[src/rtl/fir_mac_seq.sv]
// fir_mac_seq: sequential FIR filter with one shared signed multiplier; define FIR_SAT_EN to saturate data_out instead of wrapping.
module fir_mac_seq #(
    parameter int DATA_W = 8,
    parameter int COEF_W = 8,
    parameter int TAPS   = 3,
    parameter int DOUT_W = 15
) (
    input  logic                      clk,
    input  logic                      rst,
    input  logic signed [DATA_W-1:0]  data_in,
    input  logic                      valid_in,
    output logic                      ready_out,
    input  logic                      coef_wr,
    input  logic [$clog2(TAPS)-1:0]   coef_addr,
    input  logic signed [COEF_W-1:0]  coef_data,
    output logic signed [DOUT_W-1:0]  data_out,
    output logic                      valid_out
);
    localparam int IDX_W  = $clog2(TAPS);
    localparam int PROD_W = DATA_W + COEF_W;
    localparam int ACC_W  = PROD_W + IDX_W;
    localparam int EXT_W  = ACC_W - PROD_W;

    typedef enum logic [1:0] {IDLE, MAC, DONE} state_t;

    state_t                    state_q, state_d;
    logic signed [DATA_W-1:0]  x_q [TAPS];
    logic signed [DATA_W-1:0]  x_d [TAPS];
    logic signed [COEF_W-1:0]  h_q [TAPS];
    logic signed [COEF_W-1:0]  h_d [TAPS];
    logic signed [ACC_W-1:0]   acc_q, acc_d, acc_sum;
    logic [IDX_W-1:0]          idx_q, idx_d;
    logic signed [DOUT_W-1:0]  dout_q, dout_d, dout_next;
    logic signed [PROD_W-1:0]  prod;
    logic                      addr_ok;

    assign prod      = x_q[idx_q] * h_q[idx_q];
    assign acc_sum   = acc_q + {{EXT_W{prod[PROD_W-1]}}, prod};
    assign addr_ok   = {1'b0, coef_addr} < (IDX_W+1)'(TAPS);
    assign ready_out = state_q == IDLE;
    assign valid_out = state_q == DONE;
    assign data_out  = dout_q;

`ifdef FIR_SAT_EN
    localparam logic signed [ACC_W-1:0] SAT_MAX = ACC_W'((2 ** (DOUT_W - 1)) - 1);
    localparam logic signed [ACC_W-1:0] SAT_MIN = ~SAT_MAX;
    assign dout_next = acc_sum > SAT_MAX ? DOUT_W'(SAT_MAX) :
                       acc_sum < SAT_MIN ? DOUT_W'(SAT_MIN) : DOUT_W'(acc_sum);
`else
    assign dout_next = DOUT_W'(acc_sum);
`endif

    // Sequencer: accept shifts the delay line, MAC walks the taps, result is latched on entry to DONE.
    always_comb begin
        state_d = state_q;
        x_d     = x_q;
        h_d     = h_q;
        acc_d   = acc_q;
        idx_d   = idx_q;
        dout_d  = dout_q;
        case (state_q)
            IDLE: begin
                if (coef_wr && addr_ok)
                    h_d[coef_addr] = coef_data;
                if (valid_in) begin
                    for (int k = TAPS - 1; k > 0; k--)
                        x_d[k] = x_q[k-1];
                    x_d[0]  = data_in;
                    acc_d   = '0;
                    idx_d   = '0;
                    state_d = MAC;
                end
            end
            MAC: begin
                acc_d = acc_sum;
                idx_d = idx_q + 1'b1;
                if (idx_q == IDX_W'(TAPS - 1)) begin
                    dout_d  = dout_next;
                    state_d = DONE;
                end
            end
            default: state_d = IDLE;
        endcase
    end

    // State, delay line, coefficients and result registers with synchronous reset.
    always_ff @(posedge clk) begin
        if (rst) begin
            state_q <= IDLE;
            x_q     <= '{default: '0};
            h_q     <= '{default: '0};
            acc_q   <= '0;
            idx_q   <= '0;
            dout_q  <= '0;
        end else begin
            state_q <= state_d;
            x_q     <= x_d;
            h_q     <= h_d;
            acc_q   <= acc_d;
            idx_q   <= idx_d;
            dout_q  <= dout_d;
        end
    end
endmodule

[config.mk]
export PLATFORM = sky130hd
export DESIGN_NAME = fir_mac_seq
export DESIGN_NICKNAME = d
export VERILOG_FILES = /design/src/rtl/fir_mac_seq.sv
export SDC_FILE = /design/constraint.sdc
export NUM_CORES = 1
export LEC_CHECK = 0
export ABC_AREA = 0
export CORE_MARGIN = 2
export CORE_UTILIZATION = 47
export DETAILED_ROUTE_END_ITERATION = 7
export PLACE_DENSITY = 0.69
export SLEW_MARGIN = 20
export SYNTH_ARGS = -nofsm -noshare
export SYNTH_HDL_FRONTEND = slang
export SYNTH_SLANG_ARGS = --single-unit
[constraint.sdc]
create_clock -name clk -period 12 [get_ports clk]
set_clock_uncertainty 0.2 [all_clocks]
set_input_delay 2.4 -clock clk [delete_from_list [all_inputs] [get_ports clk]]
set_output_delay 2.4 -clock clk [all_outputs]
set_load 0.1 [all_outputs]
Word-level counts from Yosys, hierarchy flattened

Cells that the tools add are included.

Flip-flop bits (word level): 85
Input bits: 22
Output and inout bits: 17

Add/subtract/negate cells: 2
Multiply operators: 1
Order comparisons: 4
Equality and inequality tests: 5
Mux-type cells: 16
Bitwise logic cells: 2
Reductions and logical operators: 9

Operators with widths:

| kind                  | count |
|---|---|
| $mux W8               | 5 |
| $pmux W18 S2          | 1 |
| $bmux W8 S2           | 2 |
| $bwmux W24            | 1 |
| $add A18 B18 Y18      | 1 |
| $mux W18              | 1 |
| $demux W8 S2          | 1 |
| $mul A8 B8 Y16        | 1 |
| $reduce_and A2 Y1     | 5 |
| $pmux W2 S2           | 2 |
| $ge A3 B3 Y1 const B  | 2 |
| $mux W2               | 3 |
| $not A2 Y3            | 2 |
| $eq A2 B2 Y1 const B  | 2 |
| $ne A2 B2 Y1 const B  | 2 |
| $lt A3 B1 Y1 const B  | 1 |
| $add A2 B1 Y2 const B | 1 |
| $eq A2 B1 Y1 const B  | 1 |
| $logic_and A1 B1 Y1   | 2 |
| $logic_not A2 Y1      | 1 |
| $lt A2 B2 Y1 const B  | 1 |
| $reduce_bool A2 Y1    | 1 |

Depth between registers and ports, before layout

Depth in word-level cells: 7
Depth in mapped cells: 28
Mapped depth without buffers: 26

Least setup slack after synthesis

No wires, ideal clock.

Path kind: register to register
Start point: reg idx_q[1]
End point: reg acc_q[13]
Data arrival time: 5998 ps
Required time: 11738 ps
Slack: 5739 ps
Cell stages (with the launch flop): 26
Cell sequence: dfxtp_1 buf_6 buf_1 mux2i_1 nor2_1 a21oi_1 nand2_1 fa_1 fa_1 inv_1 fa_1 inv_1 fa_1 inv_1 ha_1 inv_1 o21bai_1 a21oi_1 xnor2_1 ha_1 a21oi_1 nor2b_1 nor2_1 nand3_1 a2111o_1 nand3_1

Word-level cells in the longest chain between the ends: 7

Ends and longest elaborated chain:

| element                                    | line | source |
|---|---|---|
| from (decl)                                | 32   | `logic [IDX_W-1:0] idx_q, idx_d;` |
| from (signal assigned)                     | 100  | `idx_q <= idx_d;` |
| $not A2 Y3 (not written as such) *         | 37   | `assign prod = x_q[idx_q] * h_q[idx_q];` |
| $bmux W8 S2                                | 37   |  |
| $mux W8 (not written as such) (2 in a row) | 37   |  |
| $mul A8 B8 Y16 *                           | 37   |  |
| $add A18 B18 Y18 *                         | 38   | `assign acc_sum = acc_q + {{EXT_W{prod[PROD_W-1]}}, prod};` |
| $pmux W18 S2 *                             | 61   | `case (state_q)` |
| to (signal assigned)                       | 92   | `acc_q <= '0;` |
| to (signal assigned)                       | 99   | `acc_q <= acc_d;` |
| to (decl)                                  | 31   | `logic signed [ACC_W-1:0] acc_q, acc_d, acc_sum;` |

Every way passes the cells marked *; elsewhere a longest branch is shown, timed or not. The select of a mux whose other input is x is not followed.
A chain may end at the register's enable or synchronous reset.

Worst setup path in the final report

Same ends and word-level chain as after synthesis.

==> flow_summary.ini <==
[floorplan]
core_area_um2 = 13200
dieHeight_um = 120
die_x_um = 120
rows = 42
ios = 39
initial_utilization_pct = 47.9
dieArea_um2 = 14400

[outcome]
status = finished clean

[drt]
drt_iter0_drc = 255
vias_per_cell = 5.23
wl_per_cell_um = 14.8
drc = 0
drt_wl_total_um = 14300
via_count = 5037
first_pass_iters = 5
drtAntennaViolNets = 0

[placement]
dp_hpwl_um = 10800
gp_congestion = 0.898
portBuffers = 38

[flow_run]
drv_cap = 0

[yosys]
synth_cell_types = 50
synth_top_area_share_pct = 26.0
synth.largest_area_cell = dfxtp_1
ys_warn_count = 0
async_flop_share_pct = 0
synth_area_per_cell_um2 = 8.31
syn_inst = 760
yosysSeqAreaShare_pct = 26.0
synth-edff-count = 0
ys_top_cells_by_area = dfxtp_1 26%, fa_1 17%, ha_1 8.3%, nor2_1 6.1%, mux2i_1 6.0%
synthFlopType = dfxtp_1
netlist_area_um2 = 6310
synth.net_count = 877
synth_seq_cells = 82

[global_routing]
grt_pass1_vias = 5133
grt_max_degree = 88
met3_usage_pct = 3.56
grt_remaining_overflow = 0
use_met1_pct = 29.4
grt.busiest_layer = met2
grt_first_pass_wirelength_um = 24400
antenna_found_initial = 0
grt_use_met2_pct = 34.5
grt.total_usage_pct = 21.2

[sta]
rsz0062_at_grt = no
finalSetupTns_ps = 0
max_slew_margin_pct = 25.3
setup_viol = 0
tightest_slew_ps = 1120
final-max-slew-violation-count = 0
fmax_mhz = 140
finalHoldViolCount = 0
period_share_pct = 59.5
min_period_ps = 7140

[critical_path]
rrSetupSlack_ps = 4860
worst-path-max-fanout = 20
worst_ep_required_time_ps = 12080
reg2regPathDepth = 22
crit_path_end_kind = flop
timing_worst_setup_path_type = reg -> reg
crit_path_start_kind = flop
r2r_end = acc_q[13]$_SDFFE_PP0P_
crit_buf_inv = 4
crit_path_cell_trace = nor2b_4, a21oi_1, nand2_1, fa_1, fa_1, inv_1, fa_1, inv_1, fa_1, inv_1, ha_1, inv_1, o21bai_1, a21oi_1, xnor2_1, ha_1, a21oi_1, nor2b_1, nor2_1, nand3_1, a2111o_1, nand3_1
r2r_start = idx_q[1]$_SDFFE_PP0P_
crit_start = idx_q[1]$_SDFFE_PP0P_
path_delay_family = adder cells
cpMaxStageDelayCell = dfxtp_1
cp.arrival_ps = 7220
crit_path_max_incr_delay_ps = 1060

[power]
peakVddDrop_v = 0.0000903
p_leak_nw = 3.18
cellPowerDensity_nw_per_um2 = 93.7
p_total_uw = 664

[clock_network]
cts_hold_buf = 0
cts_setup_buffers = 0
cts_tree = built
insertion_delay_ps = 350
cts_resized = 0
clockBufferDepth = 2
cts_root_buffer = clkbuf_16
clk_pin_slew_worst_paths_ps = 60
htreeDepth = 3
clock_sinks = 82
cts_buffers = 9

[finish]
diodes = 0
drive_gt1_share_pct = 3.68
seq_area_um2 = 1640
multi_input_area_um2 = 4170
final_cell_mix = 102 x nor2_1, 96 x inv_1, 93 x nand2_1, 82 x dfxtp_1, 72 x a21oi_1
final_common_cell = nor2_1
fillerInstances = 1211
area_growth_pct = 12.3
final_nets = 900

[hold_path]
worstHoldStart = data_out[4]$_SDFFE_PP0P_
hold_depth = 2
hold_end = data_out[4]$_SDFFE_PP0P_
hp-class = reg -> reg
## metrics by stage
stage,instance area (µm²),instances,worst slack (ps),util (%),hold WS [ps]
floorplan,6310,760,5740,-,236
global route,7090,963,4310,53.8,270
global placement,6800,948,4900,51.5,241
detailed placement,6800,948,4880,51.5,247
finish,7090,963,4860,53.8,253
CTS,7090,963,4860,53.8,255
## Yosys cell counts, types with 4 or more instances
cell / n
a211oi_1: 4
and2_1: 6
xnor2_1: 16
nand2b_1: 5
xor2_1: 7
o211ai_1: 5
clkbuf_1: 24
mux2i_1: 38
inv_1: 96
nor3_1: 5
fa_1: 53
nor2b_1: 5
a21oi_1: 72
a21o_1: 13
ha_1: 42
o21ai_1: 6
or2_1: 11
o21ai_0: 5
dfxtp_1: 82
nand3_1: 21
nand2_1: 93
a31oi_1: 4
nor2_1: 102
## cells by family after synthesis
| family | count (synthesis) | share of synthesized area, % |
|---|---|---|
| buf+inv | 127 | 7.91 |
| simple gates | 261 | 18.1 |
| xor+xnor | 23 | 3.19 |
| flops | 82 | 26.0 |
| fa+ha+maj | 95 | 25.1 |
| mux | 40 | 6.50 |
| compound gates | 132 | 13.2 |
## worst register-to-register path, stage by stage, from the launching register on
cell,delay [ps]
dfxtp_1,1060
nor2b_4,290
a21oi_1,780
nand2_1,190
fa_1,540
fa_1,540
inv_1,50
fa_1,530
inv_1,60
fa_1,550
inv_1,50
ha_1,340
inv_1,70
o21bai_1,60
a21oi_1,220
xnor2_1,150
ha_1,290
a21oi_1,240
nor2b_1,80
nor2_1,130
nand3_1,150
a2111o_1,430
nand3_1,80
## metal layers
layer,up-vias,wire length [µm]
li1,2514,-
met1,2390,6970
met2,115,6460
met3,18,612
met4,0,219
met5,-,0
## registers in the layout (all words and copies together), names as in the netlist
name and cells:
data_out 15, h_q 24, acc_q 15, x_q 24, idx_q 2, state_q 2
## area by class of cell
class                   count  share of cell area, %
clock buffers               9                   3.18
clock inverters             6                  0.935
inverters                  98                   5.19
multi-input cells         551                   58.8
flip-flops and latches     82                   23.2
well taps                 176                   3.11
repair buffers             41                   5.61
## worst max path at each step
stage / end / cells after the start / slack [ps]
2_1_floorplan: acc_q[13]$_SDFFE_PP0P_ / 25 / 5740
3_3_place_gp: acc_q[13]$_SDFFE_PP0P_ / 22 / 4900
3_5_place_dp: acc_q[13]$_SDFFE_PP0P_ / 22 / 4880
4_1_cts: acc_q[13]$_SDFFE_PP0P_ / 22 / 4860
5_1_grt: acc_q[13]$_SDFFE_PP0P_ / 22 / 4310
6_report: acc_q[13]$_SDFFE_PP0P_ / 22 / 4860
## power by group
part	switching [mW]	internal [mW]	leakage, nW	total, mW
sequential	0.00794	0.280	0.664	0.287
clock	0.115	0.161	0.146	0.276
combinational	0.0639	0.0367	2.37	0.101
Note: power is estimated with default switching activity, not from simulation.
